<file path="src/rtl/pe_vec_mac.sv">
// pe_vec_mac: vector multiply-accumulate processing element.
//
// Each accepted beat carries LANES pixel/weight pairs. The pairs are
// multiplied lane by lane, the lane products are summed, and the sum is
// added into a running window accumulator. A beat flagged in_last closes
// the window: the window sum is presented on out_data/out_valid, and the
// next beat starts a new window. The pixels of each accepted beat are
// forwarded unchanged on pix_out for the neighbouring PE.
//
// Pipeline: S1 operand registers (which also drive pix_out), S2 per-lane
// shift-add products, S3 lane sum plus accumulate plus result register.
// While a result is held (out_valid=1, out_ready=0) the whole pipeline
// freezes and in_ready drops.
//
// Optional feature: define PE_VEC_MAC_SATURATE_EN to clamp the accumulator
// to the representable range (signed or unsigned, following the current
// beat). The clamp is sticky until the end of the window and is flagged
// on out_sat. Without the macro the accumulator wraps and out_sat stays 0.
//
// Ports:
//   clk, rstn              clock (rising edge), synchronous active-low reset
//   in_valid/in_ready      input beat handshake
//   in_pix, in_wgt         packed lane operands, lane 0 in the LSBs
//   in_last                beat closes the current accumulation window
//   in_signed              beat operands are two's complement
//   pix_out, pix_out_valid pixels of the latest accepted beat, 1-cycle pulse
//   out_valid/out_ready    result handshake
//   out_data, out_sat      window dot product and its clamp flag
module pe_vec_mac #(
  parameter int DATA_WIDTH   = 8,
  parameter int WEIGHT_WIDTH = 8,
  parameter int LANES        = 4,
  parameter int ACC_WIDTH    = 24
) (
  input  logic                          clk,
  input  logic                          rstn,
  input  logic                          in_valid,
  output logic                          in_ready,
  input  logic [LANES*DATA_WIDTH-1:0]   in_pix,
  input  logic [LANES*WEIGHT_WIDTH-1:0] in_wgt,
  input  logic                          in_last,
  input  logic                          in_signed,
  output logic [LANES*DATA_WIDTH-1:0]   pix_out,
  output logic                          pix_out_valid,
  output logic                          out_valid,
  input  logic                          out_ready,
  output logic [ACC_WIDTH-1:0]          out_data,
  output logic                          out_sat
);

  localparam int PW = DATA_WIDTH + WEIGHT_WIDTH;

  // Exact product by shift-add. Both operands are extended to the full
  // product width first, so the modulo-2^PW sum of partial products is the
  // exact signed or unsigned product.
  function automatic logic [PW-1:0] lane_mul(input logic [DATA_WIDTH-1:0]   a,
                                             input logic [WEIGHT_WIDTH-1:0] b,
                                             input logic                    sgn);
    logic [PW-1:0] a_ext;
    logic [PW-1:0] b_ext;
    logic [PW-1:0] acc;
    a_ext = sgn ? PW'(signed'(a)) : PW'(a);
    b_ext = sgn ? PW'(signed'(b)) : PW'(b);
    acc   = '0;
    for (int i = 0; i < PW; i++) begin
      acc = acc + (b_ext[i] ? (a_ext << i) : '0);
    end
    return acc;
  endfunction

  // Extend a lane product to accumulator width following the beat's signedness.
  function automatic logic [ACC_WIDTH-1:0] prod_ext(input logic [PW-1:0] p,
                                                    input logic          sgn);
    if (sgn) begin
      return ACC_WIDTH'(signed'(p));
    end else begin
      return ACC_WIDTH'(p);
    end
  endfunction

  logic                    stall_s;
  logic                    accept_s;

  logic                    s1_valid_r;
  logic [LANES*WEIGHT_WIDTH-1:0] s1_wgt_r;
  logic                    s1_last_r;
  logic                    s1_signed_r;

  logic [PW-1:0]           mul_s [LANES];

  logic                    s2_valid_r;
  logic                    s2_last_r;
  logic                    s2_signed_r;
  logic [PW-1:0]           s2_prod_r [LANES];

  logic [ACC_WIDTH-1:0]    lane_sum_s;
  logic [ACC_WIDTH-1:0]    base_s;
  logic [ACC_WIDTH-1:0]    acc_next_s;
  logic                    sat_next_s;
  logic [ACC_WIDTH-1:0]    acc_r;
  logic                    start_r;   // next S3 beat opens a new window

  // A held result freezes every stage; reset also blocks acceptance.
  assign stall_s  = out_valid && !out_ready;
  assign in_ready = rstn && !stall_s;
  assign accept_s = in_valid && in_ready;

  // S1: capture operands of accepted beats; the pixel register is pix_out.
  always_ff @(posedge clk) begin
    if (!rstn) begin
      s1_valid_r    <= 1'b0;
      pix_out       <= '0;
      s1_wgt_r      <= '0;
      s1_last_r     <= 1'b0;
      s1_signed_r   <= 1'b0;
      pix_out_valid <= 1'b0;
    end else begin
      pix_out_valid <= accept_s;
      if (!stall_s) begin
        s1_valid_r <= accept_s;
      end
      if (accept_s) begin
        pix_out     <= in_pix;
        s1_wgt_r    <= in_wgt;
        s1_last_r   <= in_last;
        s1_signed_r <= in_signed;
      end
    end
  end

  // Per-lane products of the operands held in S1.
  always_comb begin
    for (int l = 0; l < LANES; l++) begin
      mul_s[l] = lane_mul(pix_out[l*DATA_WIDTH +: DATA_WIDTH],
                          s1_wgt_r[l*WEIGHT_WIDTH +: WEIGHT_WIDTH],
                          s1_signed_r);
    end
  end

  // S2: register the lane products.
  always_ff @(posedge clk) begin
    if (!rstn) begin
      s2_valid_r  <= 1'b0;
      s2_last_r   <= 1'b0;
      s2_signed_r <= 1'b0;
      for (int l = 0; l < LANES; l++) begin
        s2_prod_r[l] <= '0;
      end
    end else if (!stall_s) begin
      s2_valid_r <= s1_valid_r;
      if (s1_valid_r) begin
        s2_last_r   <= s1_last_r;
        s2_signed_r <= s1_signed_r;
        for (int l = 0; l < LANES; l++) begin
          s2_prod_r[l] <= mul_s[l];
        end
      end
    end
  end

  // Lane sum and the value the window restarts from or continues.
  always_comb begin
    lane_sum_s = '0;
    for (int l = 0; l < LANES; l++) begin
      lane_sum_s = lane_sum_s + prod_ext(s2_prod_r[l], s2_signed_r);
    end
    base_s = start_r ? '0 : acc_r;
  end

`ifdef PE_VEC_MAC_SATURATE_EN
  localparam logic [ACC_WIDTH-1:0] SMAX = {1'b0, {(ACC_WIDTH-1){1'b1}}};
  localparam logic [ACC_WIDTH-1:0] SMIN = {1'b1, {(ACC_WIDTH-1){1'b0}}};
  localparam logic [ACC_WIDTH-1:0] UMAX = {ACC_WIDTH{1'b1}};

  logic                 sat_r;
  logic                 sticky_s;
  logic [ACC_WIDTH:0]   wide_s;
  logic                 ovf_s;

  // Saturating add: one guard bit detects overflow; once clamped the
  // accumulator holds its clamp value until the window closes.
  always_comb begin
    sticky_s = start_r ? 1'b0 : sat_r;
    if (s2_signed_r) begin
      wide_s = {base_s[ACC_WIDTH-1], base_s} + {lane_sum_s[ACC_WIDTH-1], lane_sum_s};
      ovf_s  = wide_s[ACC_WIDTH] ^ wide_s[ACC_WIDTH-1];
    end else begin
      wide_s = {1'b0, base_s} + {1'b0, lane_sum_s};
      ovf_s  = wide_s[ACC_WIDTH];
    end
    if (sticky_s) begin
      acc_next_s = acc_r;
      sat_next_s = 1'b1;
    end else if (ovf_s) begin
      if (s2_signed_r) begin
        acc_next_s = wide_s[ACC_WIDTH] ? SMIN : SMAX;
      end else begin
        acc_next_s = UMAX;
      end
      sat_next_s = 1'b1;
    end else begin
      acc_next_s = wide_s[ACC_WIDTH-1:0];
      sat_next_s = 1'b0;
    end
  end

  // Sticky clamp flag for the current window.
  always_ff @(posedge clk) begin
    if (!rstn) begin
      sat_r <= 1'b0;
    end else if (!stall_s && s2_valid_r) begin
      sat_r <= sat_next_s;
    end
  end
`else
  // Plain modulo-2^ACC_WIDTH accumulation.
  always_comb begin
    acc_next_s = base_s + lane_sum_s;
    sat_next_s = 1'b0;
  end
`endif

  // S3: accumulate and present the window result. A closing beat arriving
  // while the previous result is being taken simply overwrites it.
  always_ff @(posedge clk) begin
    if (!rstn) begin
      acc_r     <= '0;
      start_r   <= 1'b1;
      out_valid <= 1'b0;
      out_data  <= '0;
      out_sat   <= 1'b0;
    end else if (!stall_s) begin
      if (s2_valid_r) begin
        acc_r   <= acc_next_s;
        start_r <= s2_last_r;
      end
      if (s2_valid_r && s2_last_r) begin
        out_valid <= 1'b1;
        out_data  <= acc_next_s;
        out_sat   <= sat_next_s;
      end else begin
        out_valid <= 1'b0;
      end
    end
  end

endmodule

</file>
<file path="config.mk">
export PLATFORM = sky130hd
export DESIGN_NAME = pe_vec_mac
export DESIGN_NICKNAME = d
export VERILOG_FILES = /design/src/rtl/pe_vec_mac.sv
export SDC_FILE = /design/constraint.sdc
export NUM_CORES = 1
export LEC_CHECK = 0
export BUFFER_PORTS_ARGS = -buffer_cell sky130_fd_sc_hd__buf_2
export CORE_AREA = 2 2 265 214
export DETAILED_ROUTE_END_ITERATION = 10
export DIE_AREA = 0 0 267 216
export SLEW_MARGIN = 10
export SYNTH_ARGS = -nofsm -noshare
export SYNTH_HDL_FRONTEND = slang
export SYNTH_SLANG_ARGS = --single-unit
</file>
<file path="constraint.sdc">
create_clock -name clk -period 9 [get_ports clk]
set_clock_uncertainty 0.1 [all_clocks]
set_input_delay 1.35 -clock clk [delete_from_list [all_inputs] [get_ports clk]]
set_output_delay 1.35 -clock clk [all_outputs]
set_load 0.02 [all_outputs]
</file>
==> results.json, run 1 <==
{
  "drc": 0,
  "clk_pin_slew_ns": 0.08,
  "worst_slack_ns": 3.161,
  "num_vias": 14930,
  "fmax_mhz": 171.3,
  "grt_max_degree": 72,
  "dieHeight_um": 216,
  "syn_inst": 2306,
  "post-place-ws_ns": 3.166,
  "seqPwrFrac": 0.385,
  "dr.first_iter.drc_count": 864,
  "ctsHoldBuffers": 0,
  "yosys.area_share.simple": 0.1456,
  "power_density_nw_per_um2": 111.5,
  "cp_max_fo": 16,
  "worstPathRequired_ns": 9.12,
  "fin_crit_sh": 0.6488,
  "core_um2": 55010,
  "htree_levels": 4,
  "crit_type": "register to register",
  "maxSlewViolCount": 0,
  "p_sw_frac": 0.3811,
  "area_delta_synth_final_pct": 8.173,
  "cts_buffer_depth": 2,
  "peakVddDrop_mv": 0.1502,
  "grt_pass1_vias": 15910,
  "synth_top_family_by_area": "adder cells",
  "grt_setup_unrepaired": "false",
  "p_leak_nw": 11.72,
  "pin_count": 130,
  "insertion_delay_ns": 0.49,
  "critPathLaunchType": "register",
  "cts_made_buffers": 17,
  "ys_seq_elements": 185,
  "wire_per_inst_um": 15.77,
  "clock-root-buffer": "clkbuf_16",
  "yosys.area_share.xor_xnor": 0.04821,
  "synth_flop_cell": "dfxtp_1",
  "max_slew.worst_pin.slew_ns": 1.099,
  "combPwrFrac": 0.310,
  "status": "completed",
  "syn_area_per_cell_um2": 9.453,
  "synth.area.mux_share": 0.0004592,
  "relSlewSlack": 0.2672,
  "drive_above_1_share": 0.07316,
  "arrival_ns": 5.96,
  "max_cap_viol_count": 0,
  "io_buffers": 128,
  "power.switching_w": 0.001002,
  "die_x_um": 267,
  "cp-end-kind": "register",
  "syn_area_um2": 21800,
  "viasPerCell": 4.815,
  "tns_ns": 0,
  "ant_nets": 0,
  "initial_utilization": 0.3963,
  "synthAdderAreaFrac": 0.4509,
  "design.die.area_um2": 57670,
  "intPower_w": 0.001627,
  "grt_use_total": 0.1816,
  "grt_overflow": 0,
  "drt_pass1_iterations": 6,
  "cts_sinks": 185,
  "min_path_type": "register to register",
  "nNetsFinal": 2968,
  "hpwl_mm": 39.96,
  "setup_viol": 0,
  "cts_tree": "built",
  "period_minus_slack_ns": 5.839,
  "syn-num-nets": 2936,
  "p_clk_frac": 0.305,
  "yosysSeqAreaShare": 0.1993,
  "grt_pass1_wl_mm": 82.48,
  "antenna_found_initial": 0,
  "fp-row-count": 77,
  "async_reset_ff_frac": 0,
  "place.gp.congestion": 0.8669,
  "ctsResizeCount": 0,
  "synth_compound_area_frac": 0.06600,
  "synth_cell_types": 51,
  "synth_edf_count": 64,
  "yosysWarnings": 0,
  "post_cts_buffers": 0,
  "hold_viol_final": 0,
  "wirelength_mm": 48.91,
  "antennaDiodeCount": 0
}
registers in the layout (all words and copies together), names as in the netlist, 24 cells and up:
signal	flops
acc_r	24
s1_wgt_r	32
pix_out	32
out_data	24
s2_prod_r	64
cell usage after synthesis, types with 6 or more instances:
cell / n / area, um^2
nand3_1: 23 / 115.1
xnor2_1: 98 / 858.3
ha_1: 184 / 2302
nand2_1: 414 / 1554
fa_1: 376 / 7527
and3_1: 16 / 100.1
o31ai_1: 8 / 60.06
dfxtp_1: 121 / 2422
a21boi_0: 18 / 135.1
a31oi_1: 6 / 37.54
a21o_1: 17 / 127.6
xor2_1: 22 / 192.7
nand2b_1: 9 / 56.30
inv_1: 397 / 1490
nor2_1: 33 / 123.9
nor2b_1: 18 / 112.6
and2_1: 157 / 982.2
clkbuf_1: 116 / 435.4
edfxtp_1: 64 / 1922
o21bai_1: 11 / 82.58
o21ai_0: 108 / 540.5
a21oi_1: 38 / 190.2
worst paths after layout:
| path | from | endpoint | slack, ns | cells after the start |
|---|---|---|---|---|
| max reg2reg | s1_signed_r$_SDFFE_PN0P_ | s2_prod_r[2][15]$_SDFFCE_PN0P_ | 3.16 | 20 |
| max | s1_signed_r$_SDFFE_PN0P_ | s2_prod_r[2][15]$_SDFFCE_PN0P_ | 3.16 | 20 |
| min reg2reg | s1_signed_r$_SDFFE_PN0P_ | s1_signed_r$_SDFFE_PN0P_ | 0.36 | 2 |
| min | s1_signed_r$_SDFFE_PN0P_ | s1_signed_r$_SDFFE_PN0P_ | 0.36 | 2 |
worst max-delay path, stage by stage, from the launching register on:
cell	delay [ns]
dfxtp_1	0.33
buf_4	0.28
and2_1	0.32
nand2_1	0.22
fa_1	0.52
fa_1	0.51
inv_1	0.06
fa_1	0.52
inv_1	0.04
fa_1	0.47
inv_1	0.05
ha_1	0.26
ha_1	0.32
fa_1	0.47
a21o_1	0.19
a21oi_1	0.22
o21bai_1	0.09
a21oi_1	0.21
o21ai_0	0.15
xnor2_1	0.16
nor2_1	0.05
power by group through the flow:
stage / Combinational, W / Clock, W / Sequential [W]
after floorplan: 0.000627 / 0 / 0.000970
after global placement: 0.000797 / 0 / 0.00103
after detailed placement: 0.000813 / 0 / 0.00103
after CTS: 0.000818 / 0.000824 / 0.00101
after global routing: 0.000934 / 0.000848 / 0.00102
final: 0.000815 / 0.000801 / 0.00101
cells in the final DEF (no fill, tap or decap), drive strengths merged, types with 4 or more instances in the layout:
cell type,n
buf,132
edfxtp,64
o211a,4
xor2,22
o31ai,8
nand4,4
o21ai,109
inv,405
o21bai,11
and2,157
nor2,33
clkbuf,17
nand3,23
o21a,4
a211oi,4
a21oi,38
ha,184
a21o,17
nand2b,9
a21boi,18
fa,376
and2b,4
nor2b,18
a31oi,7
and3,16
nand2,414
xnor2,98
dfxtp,121
clkinv,7
layout make-up:
cell class / count / area [um^2]
clock buffer: 17 / 425.4
inverter: 397 / 1490
sequential: 185 / 4344
clock inverter: 15 / 196.4
fill: 5358 / 31430
tap: 750 / 938.4
multi-input combinational: 1605 / 15510
timing repair buffer: 132 / 673.1
cell families after synthesis:
logic type | count (synthesis)
other cells | 1
buf+inv | 516
compound gates | 235
flops | 185
xor+xnor | 120
fa+ha+maj | 560
mux | 1
simple gates | 688
through the flow:
stage	std cells	cell area, um^2	hold WS [ns]	util	total power, W
final	3101	23580	0.3593	0.4287	0.002629
after global routing	3101	23580	0.3918	0.4287	0.002806
after CTS	3101	23580	0.3668	0.4287	0.002655
after detailed placement	3069	22960	0.3557	0.4174	0.001845
after global placement	3069	22960	0.3513	0.4174	0.001827
after floorplan	2306	21800	0.3358	-	0.001596
routing by layer:
layer	global-route usage	up-vias	share of wire
met5	0	-	0
met1	0.2620	7459	0.48
met3	0.03024	47	0.049
met4	0.04607	0	0.013
met2	0.2839	306	0.46
li1	-	7120	-
Note: power is estimated with default switching activity, not from simulation.
==> run 2: changes to the inputs <==
Clock period 9 ns to 5.2 ns, I/O delays scaled along.
==> results.json, run 2 (same netlist as run 1, synthesis figures left out) <==
{
  "p_leak_nw": 12.72,
  "grt_overflow": 0,
  "min_from": "out_data[5]$_SDFFE_PN0P_",
  "r2r_cells": 20,
  "wirelength_mm": 52.00,
  "period_minus_slack_ns": 5.205,
  "wire_per_inst_um": 15.88,
  "fmax_mhz": 192.1,
  "power_density_nw_per_um2": 188.1,
  "arrival_ns": 5.32,
  "io_buffers": 128,
  "cp.buffers_inverters": 5,
  "final_cell_mix": "nand2_1, inv_1, fa_1",
  "grt_max_degree": 87,
  "stdcell_area_um2": 25730,
  "holdPathStages": 2,
  "cts_made_buffers": 17,
  "timing.reg2reg.setup_slack_ns": -0.005,
  "reg.largest.list": "s2_prod_r: 64 flops, pix_out: 32 flops, s1_wgt_r: 32 flops",
  "cp_slowest_stage_delay_ns": 0.57,
  "violations": "negative setup slack",
  "dieHeight_um": 216,
  "crit_slowest_cell": "fa_2",
  "dr.first_iter.drc_count": 896,
  "top_register": "s2_prod_r",
  "drc": 0,
  "min_path_type": "register to register",
  "area_delta_synth_final_pct": 18.04,
  "grt_pass1_vias": 16700,
  "holdPathEnd": "out_data[5]$_SDFFE_PN0P_",
  "grt_setup_unrepaired": "true",
  "met1_usage": 0.2784,
  "fp-row-count": 77,
  "path_delay_family": "adder cells",
  "design.die.area_um2": 57670,
  "status": "finished with violations",
  "max_cap_viol_count": 0,
  "worst_slack_ns": -0.005461,
  "ctsHoldBuffers": 0,
  "antennaDiodeCount": 0,
  "r2r_start": "s1_signed_r$_SDFFE_PN0P_",
  "crit_type": "register to register",
  "peakVddDrop_mv": 0.2120,
  "clock-root-buffer": "clkbuf_16",
  "drt_pass1_iterations": 6,
  "max_slew.worst_pin.slew_ns": 1.138,
  "pin_count": 130,
  "cp-end-kind": "register",
  "hpwl_mm": 42.84,
  "hold-worst-slack_ns": 0.3652,
  "hold_viol_final": 0,
  "num_vias": 15650,
  "relSlewSlack": 0.2394,
  "cp_max_fo": 7,
  "ant_nets": 0,
  "maxSlewViolCount": 0,
  "grt_use_total": 0.1920,
  "die_x_um": 267,
  "r2r-end": "s2_prod_r[3][15]$_SDFFCE_PN0P_",
  "drive_above_1_share": 0.2029,
  "dpl_cell_area_um2": 24260,
  "path_cells": "buf_8, and2_4, buf_6, nand2_2, fa_2, inv_1, fa_1, inv_1, fa_2, inv_1, fa_1, fa_1, ha_2, xnor2_2, xnor2_2, xnor2_1, xnor2_1, xnor2_2, xnor2_1, nor2_1",
  "core_um2": 55010,
  "critPathLaunchType": "register",
  "grt_util_met3": 0.03902,
  "use_met2": 0.2940,
  "initial_utilization": 0.3963,
  "htree_levels": 4,
  "cts_sinks": 185,
  "viasPerCell": 4.781,
  "clk_pin_slew_ns": 0.09,
  "final_common_cell": "nand2_1",
  "largest_reg_flops": 64,
  "grt-busiest-layer": "met2",
  "grt_pass1_wl_mm": 87.04,
  "antenna_found_initial": 1,
  "cts_tree": "built",
  "cts_buffer_depth": 2,
  "worstPathRequired_ns": 5.31,
  "insertion_delay_ns": 0.51,
  "fin_crit_sh": 1.001,
  "place.gp.congestion": 0.8684,
  "setup_viol": 1,
  "nNetsFinal": 3141
}
## run 2: per-layer routing
| metal | vias to the layer above | share of wire |
|---|---|---|
| li1 | 7463 | - |
| met1 | 7809 | 0.48 |
| met2 | 329 | 0.45 |
| met3 | 52 | 0.050 |
| met4 | 0 | 0.018 |
| met5 | - | 0 |
## run 2: worst min-delay path: stages, from the launching register on
cell and delay (ns):
dfxtp_1 0.32, nand2_1 0.05, a21boi_0 0.06
## run 2: timing repair
item / in CTS / in global routing
pin swaps: 38 / 84
setup endpoints to repair: 13 / 16
buffers inserted: 4 / 3
gates resized for setup: 55 / 135
## run 2: worst max path at each step
| stage | from | to | slack (ns) | cells after the start |
|---|---|---|---|---|
| 2_1_floorplan | pix_out[19]$_SDFFE_PN0P_ | s2_prod_r[2][15]$_SDFFCE_PN0P_ | -0.008 | 20 |
| 3_3_place_gp | pix_out[7]$_SDFFE_PN0P_ | s2_prod_r[0][15]$_SDFFCE_PN0P_ | -0.25 | 18 |
| 3_5_place_dp | s1_signed_r$_SDFFE_PN0P_ | s2_prod_r[3][15]$_SDFFCE_PN0P_ | -0.32 | 19 |
| 4_1_cts | s1_signed_r$_SDFFE_PN0P_ | s2_prod_r[3][15]$_SDFFCE_PN0P_ | -0.04 | 20 |
| 5_1_grt | s1_signed_r$_SDFFE_PN0P_ | s2_prod_r[2][15]$_SDFFCE_PN0P_ | -0.22 | 20 |
| 6_report | s1_signed_r$_SDFFE_PN0P_ | s2_prod_r[3][15]$_SDFFCE_PN0P_ | -0.005 | 20 |
## run 2: final cells by class
type / instances / area (um^2)
Clock buffer: 17 / 425.4
Timing Repair Buffer: 305 / 2026
Clock inverter: 15 / 201.4
Multi-Input combinational cell: 1605 / 16240
Tap cell: 750 / 938.4
Inverter: 397 / 1490
Fill cell: 5167 / 29280
Sequential cell: 185 / 4408
## run 2: stage by stage
step                      power, W  setup slack [ns]    TNS, ns  cells    util
after floorplan           0.002774         -0.007703  -0.007703   2306       -
after global routing      0.005167           -0.2197     -1.481   3274  0.4678
final                     0.004840         -0.005461  -0.005461   3274  0.4678
after CTS                 0.004792          -0.04480   -0.06221   3271  0.4561
after global placement    0.003286           -0.2527    -0.6584   3236  0.4410
after detailed placement  0.003319           -0.3154     -1.342   3236  0.4410
## run 2: report_power, final
part	switching (W)	total, W	internal (W)
Combinational	0.000995	0.00172	0.000723
Sequential	0.0000999	0.00169	0.00159
Clock	0.000760	0.00143	0.000674
Total	0.00186	0.00484	0.00298
==> run 3: changes to the inputs <==
Settings changed: SKIP_LAST_GASP from default to 1.
==> results.json, run 3 (same netlist as run 1, synthesis figures left out) <==
{
  "clk_pin_slew_ns": 0.09,
  "place.gp.congestion": 0.8684,
  "relSlewSlack": 0.2161,
  "multi_input_area_um2": 16240,
  "reg.largest.list": "s2_prod_r: 64 flops, pix_out: 32 flops, s1_wgt_r: 32 flops",
  "crit_type": "register to register",
  "p_leak_nw": 12.71,
  "cp_max_fo": 7,
  "num_vias": 15660,
  "grt_overflow": 0,
  "fin_crit_sh": 1.002,
  "insertion_delay_ns": 0.51,
  "ant_nets": 0,
  "wire_per_inst_um": 15.88,
  "cts_buffer_depth": 2,
  "period_minus_slack_ns": 5.209,
  "arrival_ns": 5.32,
  "die_x_um": 267,
  "drt_pass1_iterations": 5,
  "final_cell_mix": "nand2_1, inv_1, fa_1",
  "cts_sinks": 185,
  "viasPerCell": 4.784,
  "max_cap_viol_count": 0,
  "antennaDiodeCount": 0,
  "antenna_found_initial": 1,
  "use_met2": 0.2940,
  "violations": "negative setup slack",
  "drc": 0,
  "cts_tree": "built",
  "htree_levels": 4,
  "setup_viol": 1,
  "grt_use_total": 0.1920,
  "largest_reg_flops": 64,
  "cp-end-kind": "register",
  "min_path_type": "register to register",
  "timing.reg2reg.setup_slack_ns": -0.009,
  "core_um2": 55010,
  "dr.first_iter.drc_count": 938,
  "grt_pass1_wl_mm": 87.04,
  "grt_pass1_vias": 16700,
  "status": "finished with violations",
  "area_delta_synth_final_pct": 17.96,
  "fp-row-count": 77,
  "stdcell_area_um2": 25720,
  "hold_viol_final": 0,
  "dieHeight_um": 216,
  "dpl_cell_area_um2": 24260,
  "hpwl_mm": 42.84,
  "grt_setup_unrepaired": "true",
  "maxSlewViolCount": 0,
  "clock-root-buffer": "clkbuf_16",
  "worstPathRequired_ns": 5.31,
  "power_density_nw_per_um2": 188.2,
  "nNetsFinal": 3141,
  "ctsHoldBuffers": 0,
  "max_slew.worst_pin.slew_ns": 1.173,
  "grt-busiest-layer": "met2",
  "critPathLaunchType": "register",
  "ff_latch_area_um2": 4405,
  "cts_made_buffers": 17,
  "design.die.area_um2": 57670,
  "post-place-ws_ns": -0.3154,
  "final_common_cell": "nand2_1",
  "grt_util_met3": 0.03902,
  "peakVddDrop_mv": 0.2132,
  "io_buffers": 128,
  "top_register": "s2_prod_r",
  "worst_slack_ns": -0.009050,
  "pin_count": 130,
  "grt_max_degree": 87,
  "fillers": 5172,
  "initial_utilization": 0.3963,
  "met1_usage": 0.2784,
  "drive_above_1_share": 0.2017,
  "wirelength_mm": 52.00,
  "fmax_mhz": 192.0
}
[run 3: cell count changes in the layout (fill, tap and decap cells not counted)]
cell     previous run  this run
buf_4             168       169
nand2_2            17        18
dfxtp_1            86        88
dfxtp_2            27        25
buf_8               2         1
fa_2               21        20
fa_1              355       356
nand2_4            11        10
[run 3: final timing paths]
kind,startpoint,to,depth (start not counted)
worst max-delay path,s1_signed_r$_SDFFE_PN0P_,s2_prod_r[3][15]$_SDFFCE_PN0P_,20
worst min-delay path,out_data[5]$_SDFFE_PN0P_,out_data[5]$_SDFFE_PN0P_,2
worst max register to register,s1_signed_r$_SDFFE_PN0P_,s2_prod_r[3][15]$_SDFFCE_PN0P_,20
worst min register to register,out_data[5]$_SDFFE_PN0P_,out_data[5]$_SDFFE_PN0P_,2
[run 3: where the power goes]
group          switching (W)  internal, W  leakage [nW]  total (W)
Combinational       0.000996     0.000722          10.7    0.00172
Clock               0.000760     0.000674         0.305    0.00143
Sequential          0.000100      0.00159          1.69    0.00169
[run 3: final cells by class]
cell class	count	share of cell area
Clock inverter	15	0.007833
Timing Repair Buffer	305	0.07848
Clock buffer	17	0.01654
Sequential cell	185	0.1713
Tap cell	750	0.03649
Multi-Input combinational cell	1605	0.6314
Inverter	397	0.05795
[run 3: through the flow]
step                      cells  setup TNS, ns  power, W    util  hold WS, ns
after detailed placement   3236         -1.342  0.003319  0.4410       0.3575
after CTS                  3271       -0.06221  0.004792  0.4561       0.3358
after global routing       3274         -1.551  0.005166  0.4675       0.3567
final                      3274      -0.009050  0.004840  0.4675       0.3651
after global placement     3236        -0.6584  0.003286  0.4410       0.3507
after floorplan            2306      -0.007703  0.002774       -       0.3358
[run 3: worst max-delay path, stage by stage (launching register included)]
cell     delay [ns]
dfxtp_2        0.36
buf_8          0.15
and2_4         0.17
buf_6          0.14
nand2_2        0.09
fa_2           0.56
inv_1          0.05
fa_1           0.49
inv_1          0.06
fa_2           0.55
inv_1          0.05
fa_1           0.38
fa_1           0.48
ha_2           0.21
xnor2_2        0.15
xnor2_2        0.15
xnor2_1        0.20
xnor2_1        0.12
xnor2_2        0.27
xnor2_1        0.15
nor2_1         0.05
[run 3: repair_timing]
item,in CTS,in global routing
cloned,0,0
gates resized for setup,55,129
endpoints found under the setup margin,13,16
pin swaps,38,84
setup buffers,4,3
[run 3: per-layer routing]
layer	vias up	share of wire
met5	-	0
met4	0	0.019
met3	61	0.049
met2	313	0.45
met1	7830	0.48
li1	7458	-
